### src/rtl/simon_autoplayer.sv
// Simon Says auto-player: records the LED sequence of a round and replays it as active-low button presses.
// Optional macro SIMON_AUTOPLAYER_ERR_INJ_EN adds inj_err, which corrupts the last replayed element.
module simon_autoplayer #(
  parameter int MAX_LEN   = 32,
  parameter int IDX_W     = 6,
  parameter int PRESS_CYC = 4,
  parameter int GAP_CYC   = 4
) (
  input  logic             clk,
  input  logic             rst_n,
  input  logic [3:0]       leds,
  input  logic             led_stb,
  input  logic             is_player,
  input  logic             correct,
  input  logic             wrong,
  output logic [3:0]       btn_n,
  output logic [IDX_W-1:0] seq_len,
  output logic             busy,
  output logic             overflow,
  output logic             bad_led,
  output logic [7:0]       wins
`ifdef SIMON_AUTOPLAYER_ERR_INJ_EN
  ,
  input  logic             inj_err
`endif
);

  typedef enum logic [1:0] {S_CAPTURE, S_PRESS, S_GAP, S_DONE} state_e;

  localparam int AW      = (MAX_LEN > 1) ? $clog2(MAX_LEN) : 1;
  localparam int CNT_MAX = (PRESS_CYC > GAP_CYC) ? PRESS_CYC : GAP_CYC;
  localparam int CNT_W   = (CNT_MAX > 1) ? $clog2(CNT_MAX) : 1;
  localparam logic [IDX_W-1:0] MAX_LEN_L = IDX_W'(MAX_LEN);

  state_e           state_q, state_d;
  logic [IDX_W-1:0] seq_len_q, seq_len_d;
  logic [IDX_W-1:0] idx_q, idx_d;
  logic [CNT_W-1:0] cnt_q, cnt_d;
  logic [3:0]       btn_n_q, btn_n_d;
  logic             busy_q, busy_d;
  logic             overflow_q, overflow_d;
  logic             bad_led_q, bad_led_d;
  logic [7:0]       wins_q, wins_d;
  logic             inj_q, inj_d;
  logic             is_player_q, correct_q;

  logic [1:0]       mem_q [MAX_LEN];
  logic             wr_en;
  logic [AW-1:0]    wr_addr;

  logic             led_onehot;
  logic [1:0]       led_code;
  logic [1:0]       stored_code;
  logic [1:0]       press_code;
  logic             player_rise, player_fall, correct_rise;
  logic             inj_in;
  logic             unused_wrong;

`ifdef SIMON_AUTOPLAYER_ERR_INJ_EN
  assign inj_in = inj_err;
`else
  assign inj_in = 1'b0;
`endif

  // A failing round is ended by the game dropping is_player; wrong itself needs no handling.
  assign unused_wrong = wrong;

  assign player_rise  = is_player && !is_player_q;
  assign player_fall  = !is_player && is_player_q;
  assign correct_rise = correct && !correct_q;

  always_comb begin
    led_onehot = 1'b1;
    led_code   = 2'd0;
    case (leds)
      4'b0001: led_code = 2'd0;
      4'b0010: led_code = 2'd1;
      4'b0100: led_code = 2'd2;
      4'b1000: led_code = 2'd3;
      default: led_onehot = 1'b0;
    endcase
  end

  assign stored_code = mem_q[idx_q[AW-1:0]];
  assign press_code  = (inj_q && (idx_q == (seq_len_q - IDX_W'(1)))) ? (stored_code + 2'd1) : stored_code;

  always_comb begin
    state_d    = state_q;
    seq_len_d  = seq_len_q;
    idx_d      = idx_q;
    cnt_d      = cnt_q;
    btn_n_d    = 4'b1111;
    busy_d     = busy_q;
    overflow_d = overflow_q;
    bad_led_d  = bad_led_q;
    wins_d     = wins_q;
    inj_d      = inj_q;
    wr_en      = 1'b0;
    wr_addr    = seq_len_q[AW-1:0];

    case (state_q)
      S_CAPTURE: begin
        if (led_stb && !is_player) begin
          if (!led_onehot) begin
            bad_led_d = 1'b1;
          end else if (seq_len_q == MAX_LEN_L) begin
            overflow_d = 1'b1;
          end else begin
            wr_en     = 1'b1;
            seq_len_d = seq_len_q + IDX_W'(1);
          end
        end
        if (player_rise) begin
          idx_d = '0;
          cnt_d = '0;
          inj_d = inj_in;
          if (seq_len_q == '0) begin
            state_d = S_DONE;
          end else begin
            state_d = S_PRESS;
            busy_d  = 1'b1;
          end
        end
      end
      S_PRESS: begin
        // btn_n is registered, so the low phase trails the state by one cycle.
        btn_n_d = ~(4'b0001 << press_code);
        if (cnt_q == CNT_W'(PRESS_CYC - 1)) begin
          cnt_d   = '0;
          state_d = S_GAP;
        end else begin
          cnt_d = cnt_q + CNT_W'(1);
        end
      end
      S_GAP: begin
        if (cnt_q == CNT_W'(GAP_CYC - 1)) begin
          cnt_d = '0;
          idx_d = idx_q + IDX_W'(1);
          if ((idx_q + IDX_W'(1)) < seq_len_q) begin
            state_d = S_PRESS;
          end else begin
            state_d = S_DONE;
            busy_d  = 1'b0;
          end
        end else begin
          cnt_d = cnt_q + CNT_W'(1);
        end
      end
      S_DONE: begin
        busy_d = 1'b0;
      end
      default: state_d = S_CAPTURE;
    endcase

    // Leaving the player turn starts a fresh capture; a strobe in the same cycle becomes element 0.
    if (player_fall && (state_q != S_CAPTURE)) begin
      state_d   = S_CAPTURE;
      btn_n_d   = 4'b1111;
      busy_d    = 1'b0;
      cnt_d     = '0;
      seq_len_d = '0;
      wr_addr   = '0;
      if (led_stb) begin
        if (!led_onehot) begin
          bad_led_d = 1'b1;
        end else begin
          wr_en     = 1'b1;
          seq_len_d = IDX_W'(1);
        end
      end
    end

    if (correct_rise && (state_q != S_CAPTURE)) begin
      wins_d = wins_q + 8'd1;
    end
  end

  always_ff @(posedge clk or negedge rst_n) begin
    if (!rst_n) begin
      state_q     <= S_CAPTURE;
      seq_len_q   <= '0;
      idx_q       <= '0;
      cnt_q       <= '0;
      btn_n_q     <= 4'b1111;
      busy_q      <= 1'b0;
      overflow_q  <= 1'b0;
      bad_led_q   <= 1'b0;
      wins_q      <= 8'd0;
      inj_q       <= 1'b0;
      is_player_q <= 1'b0;
      correct_q   <= 1'b0;
    end else begin
      state_q     <= state_d;
      seq_len_q   <= seq_len_d;
      idx_q       <= idx_d;
      cnt_q       <= cnt_d;
      btn_n_q     <= btn_n_d;
      busy_q      <= busy_d;
      overflow_q  <= overflow_d;
      bad_led_q   <= bad_led_d;
      wins_q      <= wins_d;
      inj_q       <= inj_d;
      is_player_q <= is_player;
      correct_q   <= correct;
    end
  end

  always_ff @(posedge clk) begin
    if (wr_en) begin
      mem_q[wr_addr] <= led_code;
    end
  end

  assign btn_n    = btn_n_q;
  assign seq_len  = seq_len_q;
  assign busy     = busy_q;
  assign overflow = overflow_q;
  assign bad_led  = bad_led_q;
  assign wins     = wins_q;

endmodule

### config.mk
export PLATFORM = sky130hd
export DESIGN_NAME = simon_autoplayer
export DESIGN_NICKNAME = d
export VERILOG_FILES = /design/src/rtl/simon_autoplayer.sv
export SDC_FILE = /design/constraint.sdc
export NUM_CORES = 1
export LEC_CHECK = 0
export BUFFER_PORTS_ARGS = -buffer_cell sky130_fd_sc_hd__buf_2
export CORE_AREA = 3 3 89 91
export CTS_BUF_LIST = sky130_fd_sc_hd__clkbuf_4
export CTS_CLUSTER_SIZE = 25
export DETAILED_ROUTE_END_ITERATION = 7
export DIE_AREA = 0 0 92 94
export GPL_TIMING_DRIVEN = 0
export PLACE_DENSITY = 0.87
export SETUP_SLACK_MARGIN = 0.15
export SLEW_MARGIN = 10
export SYNTH_ARGS = -nofsm -noshare
export SYNTH_HDL_FRONTEND = slang
export SYNTH_SLANG_ARGS = --single-unit
### constraint.sdc
create_clock -name clk -period 5.84 [get_ports clk]
set_input_delay 1.168 -clock clk [delete_from_list [all_inputs] [get_ports clk]]
set_output_delay 1.168 -clock clk [all_outputs]
set_load 0.005 [all_outputs]
; ---- Word-level counts from Yosys, hierarchy flattened
; Memories as Yosys holds them, arrays and structs flattened.
; Index checks and enable logic that the tools add are counted.
[op_classes]
n_addsub = 4
magnitude_cmp = 1
eq_ne = 17
shifts = 1
mux = 47
bitwise = 1
reduce_logical = 27
[ops]
columns = cell, count
row1 = two-way mux 6 bit, 7
row2 = two-way mux 1 bit, 23
row3 = two-way mux 2 bit, 9
row4 = "inequality test 3 bit, second input constant", 5
row5 = "adder 6 x 1 -> 6 bit, second input constant", 2
row6 = one-hot mux 2 bit (3 select lines), 2
row7 = one-hot mux 6 bit (2 select lines), 1
row8 = AND reduction 4 bit, 3
row9 = nonzero test 2 bit, 5
row10 = "adder 8 x 1 -> 8 bit, second input constant", 1
row11 = two-way mux 4 bit, 2
row12 = nonzero test 4 bit, 2
row13 = "== test 2 bit, second input constant", 3
row14 = "== test 6 bit, second input constant", 1
row15 = logical AND 1 bit, 6
row16 = logical NOT 6 bit, 1
row17 = less-than comparator 6 bit, 1
row18 = two-way mux 5 bit, 1
row19 = AND reduction 5 bit, 1
row20 = "== test 4 x 1 -> 1 bit, second input constant", 1
row21 = "== test 4 x 2 -> 1 bit, second input constant", 1
row22 = "== test 4 x 3 -> 1 bit, second input constant", 1
row23 = "== test 4 bit, second input constant", 1
row24 = "inequality test 2 bit, second input constant", 2
row25 = 14 further kinds, 16
[word_totals]
regBits = 33
ram_bits = 64
input_bits = 10
out_inout_bits = 21
elab_cells = 110
memories = 1
[mem_list]
columns = name, words, width, read_ports, rd_ports_with_merged_regs, wr, line_no
row1 = mem_q, 32, 2, 1, 0, 1, 47  ; logic [1:0] mem_q [MAX_LEN];

; ---- Longest topological paths before layout
[logic_depth]
depth_word = 11
mapped_depth = 10
ltp_nobuf = 9

; ---- Worst setup path before layout
; Ideal clock, no wire load.
[synth_timing]
path_type = in2reg
startpoint = in leds[1]
endpoint = mem mem_q[0][0] (data pin)
setup_time_ns = 0.445
arrival_time_ns = 2.528
t_required_ns = 5.395
setup_slack_ns = 2.867
path_stages = 2
n_path_buf = 0
cell_sequence = xnor2_1 > nor3_1
[synth_between]
elab_chain_len = 2
elab_cells_between_ends = 4
cone_classes = eq/ne: 3 / mux: 1
[synth_rtl]
columns = item, line_no
row1 = start: declaration, 11  ; input logic [3:0] leds,
row2 = "== test 4 bit, or another cell as far along", 75  ; case (leds)
row3 = one-hot mux 2 bit (3 select lines) (*), 75
row4 = net led_code[0], 52  ; logic [1:0] led_code;
row5 = end: declaration, 47
; The timed path passes the listed nets; every way through them passes the cells marked *.

; ---- Worst setup path in the final report
[layout_timing]
startpoint = reg idx_q[1]
endpoint = reg state_q[1]
[layout_between]
elab_chain_len = 6
[layout_rtl]
columns = item, line_no
row1 = start: declaration, 37  ; logic [IDX_W-1:0] idx_q, idx_d;
row2 = start signal: assignment, 195  ; idx_q <= idx_d;
row3 = adder 6 x 1 -> 6 bit, 139  ; if ((idx_q + IDX_W'(1)) < seq_len_q) begin
row4 = less-than comparator 6 bit, 139
row5 = two-way mux 2 bit, 139
row6 = two-way mux 2 bit, 136  ; if (cnt_q == CNT_W'(GAP_CYC - 1)) begin
row7 = one-hot mux 2 bit (3 select lines), 101  ; case (state_q)
row8 = two-way mux 2 bit, 156  ; if (player_fall && (state_q != S_CAPTURE)) begin
row9 = end signal: assignment, 193  ; state_q <= state_d;
row10 = end: declaration, 35  ; state_e state_q, state_d;
; No other way between the ends. The select of a mux whose other input is x is not followed.
; A chain may end at the register's enable or synchronous reset.

==> metrics.cfg <==
[clocking]
cts_tree = yes
numCtsBuffers = 9
clock_tree.root_cell = clkbuf_4
clockBufferDepth = 2
clkTransAtPathRegs_ns = 0.16
h-tree-depth = 3
cts_resized = 0
clkLatencyLatePin_ns = 0.45
cts_setup_buffers = 0
hold_buffers = 0
clock_sinks = 97

[critical_path]
crit_required_ns = 6.19
endpoint_kind = flip-flop
cpPeakStageDelay_ns = 0.47
path_class = reg -> reg
rr_startpoint = idx_q[1]$_DFFE_PN0P_
critPathMaxFanout = 10
reg2reg_depth = 9
crit_top_cell = a21o_1
cp-startpoint = idx_q[1]$_DFFE_PN0P_
arrival_ns = 3.19
cp_cell_sequence = clkbuf_1 > buf_2 > nand4_1 > xnor2_1 > ha_1 > a21o_1 > a221oi_1 > a211oi_1 > a21o_1
cp_slowest_cell = clkbuf_1
critPathLaunchType = flip-flop

[routing]
ant_nets = 0
dr.first_iter.drc_count = 222
wl_per_cell_um = 18.47
firstDrtPassIters = 4
wirelength_um = 9455
vias = 3164
drc = 0
viasPerCell = 6.180

[worst_hold_path]
hold_path_depth = 1
worstHoldStart = wins[7]$_DFFE_PN0P_
holdCritPathClass = reg -> reg

[synthesis]
synthFlopType = edfxtp_1
seq_area_frac_synth_pct = 59.20
syn_inst = 366
synth_cell_types = 56
avgSynthCellArea_um2 = 12.70
netlist_area_um2 = 4649
synth_warnings = 0
synthArstFlopShare_pct = 34.02
synth_nets = 391
synth_edf_count = 64
ys_seq_elements = 97

[place]
placed_area_um2 = 4943
dpl.hpwl_um = 6891
place_inst = 496
gp_congestion = 0.8893
numPortBuffers = 29

[grt]
gr-total-overflow = 0
grt_pass1_vias = 3095
grt.total_usage_pct = 23.76
grt_antenna_before_repair = 0
grt_max_degree = 34
grt_pass1_wl_um = 15550

[power]
power-per-cell-area_nw_per_um2 = 331.5
peakVddDrop_mv = 0.1832
p_leak_nw = 1.869

[finish]
drive_above_1_share_pct = 21.07
nFillCells = 525
fin_cells = 512
design_area_um2 = 5072
final_cell_mix = edfxtp_1, nor2_1, buf_2, dfrtp_1, nand2_1
antenna_cells = 0
final_nets = 433
areaGrowthSynthToFinish_pct = 9.096
final_util_pct = 70.31
layout_commonest_cell = edfxtp_1

[die]
boundaryPins = 31
rows = 31
start_util_pct = 64.45
core_um2 = 7214
die_y_um = 94
die_x_um = 92
dieArea_um2 = 8648

[sta]
holdWs_ns = 0.4921
fin_setup_tns_ns = 0
period_minus_slack_ns = 2.840
drv_slew = 0
worst_slew_pin_slew_ns = 0.9650
finalCritPeriodShare_pct = 48.63
final_hold_viol_count = 0
setup_viol = 0
slew_headroom_pct = 35.32
grt_setup_unrepaired = no
skew_ns = 0.01611
fmax_ghz = 0.3521

[job]
cap_violations = 0

[run_status]
outcome = finished clean

## state kept, by name, indices dropped and copies added (netlist names), 2 cells and up
name / cells
state_q: 2
seq_len: 6
btn_n: 4
cnt_q: 2
mem_q: 64
wins: 8
idx_q: 6
## Yosys cell counts (8+ instances only)
library cell	count	share of area, %
a21oi_1	13	1.4
a22oi_1	11	1.8
clkbuf_1	8	0.65
dfrtp_1	29	16
edfxtp_1	64	41
ha_1	15	4.0
inv_1	14	1.1
mux4_2	16	7.8
nand2_1	27	2.2
nand3_1	9	0.97
nor2_1	46	3.7
o21ai_0	16	1.7
xnor2_1	10	1.9
## area by class of cell
type                    count  area (µm²)  share of cell area [%]
clock buffers               9       67.56                   1.332
flip-flops and latches     97        2753                   54.27
inverters                  15       56.30                   1.110
clock inverters             7       61.31                   1.209
well taps                  99       123.9                   2.442
plain buffers              14       65.06                   1.283
multi-input cells         240        1785                   35.20
repair buffers             31       160.2                   3.157
## report_power, final
group,leakage [nW],switching (W),internal [W],total (W)
Clock,0.0707,0.000240,0.0000968,0.000337
Combinational,0.794,0.000285,0.000214,0.000499
Sequential,1.00,0.0000599,0.000786,0.000846
Total,1.87,0.000585,0.00110,0.00168
## kinds of logic after synthesis
family / share of synthesized area, %
XOR/XNOR: 2.637
buffers and inverters: 2.610
AND/OR/NAND/NOR: 13.13
AO/OA/AOI/OAI: 9.957
adder cells (fa/ha/maj): 4.037
flip-flops: 59.20
multiplexers: 8.423
## critical path, delay by kind of cell, from the launching register on
family                   cells  cell delay (ns)
AO/OA/AOI/OAI                4             0.77
XOR/XNOR                     1             0.29
adder cells (fa/ha/maj)      1             0.29
buffers and inverters        2             0.84
flip-flops                   1             0.39
AND/OR/NAND/NOR              1             0.15
## metal layers
| metal | vias to the layer above | wire (µm) | GRT usage, % |
|---|---|---|---|
| li1 | 1456 | - | - |
| met1 | 1564 | 3974 | 31.44 |
| met2 | 124 | 4689 | 39.36 |
| met3 | 20 | 582 | 4.487 |
| met4 | 0 | 209 | 9.158 |
| met5 | - | 0 | 0 |
## through the flow
step           worst slack (ns)  total power [W]
6_report                  3.000         0.001681
3_5_place_dp              2.652         0.001355
5_1_grt                   2.779         0.001782
3_3_place_gp              1.604         0.001331
2_1_floorplan             2.867         0.001211
4_1_cts                   2.992         0.001686
## path summary, 6_finish.rpt
| kind | to | slack (ns) |
|---|---|---|
| hold reg to reg | wins[7]$_DFFE_PN0P_ | 0.49 |
| min in group asynchronous | cnt_q[0]$_DFFE_PN0P_ | 0.75 |
| hold / removal | wins[7]$_DFFE_PN0P_ | 0.49 |
| setup / recovery | state_q[1]$_DFFE_PN0P_ | 3.00 |
| setup reg to reg | state_q[1]$_DFFE_PN0P_ | 3.00 |
| max in group asynchronous | idx_q[2]$_DFFE_PN0P_ | 4.62 |
Note: power is estimated with default switching activity, not from simulation.
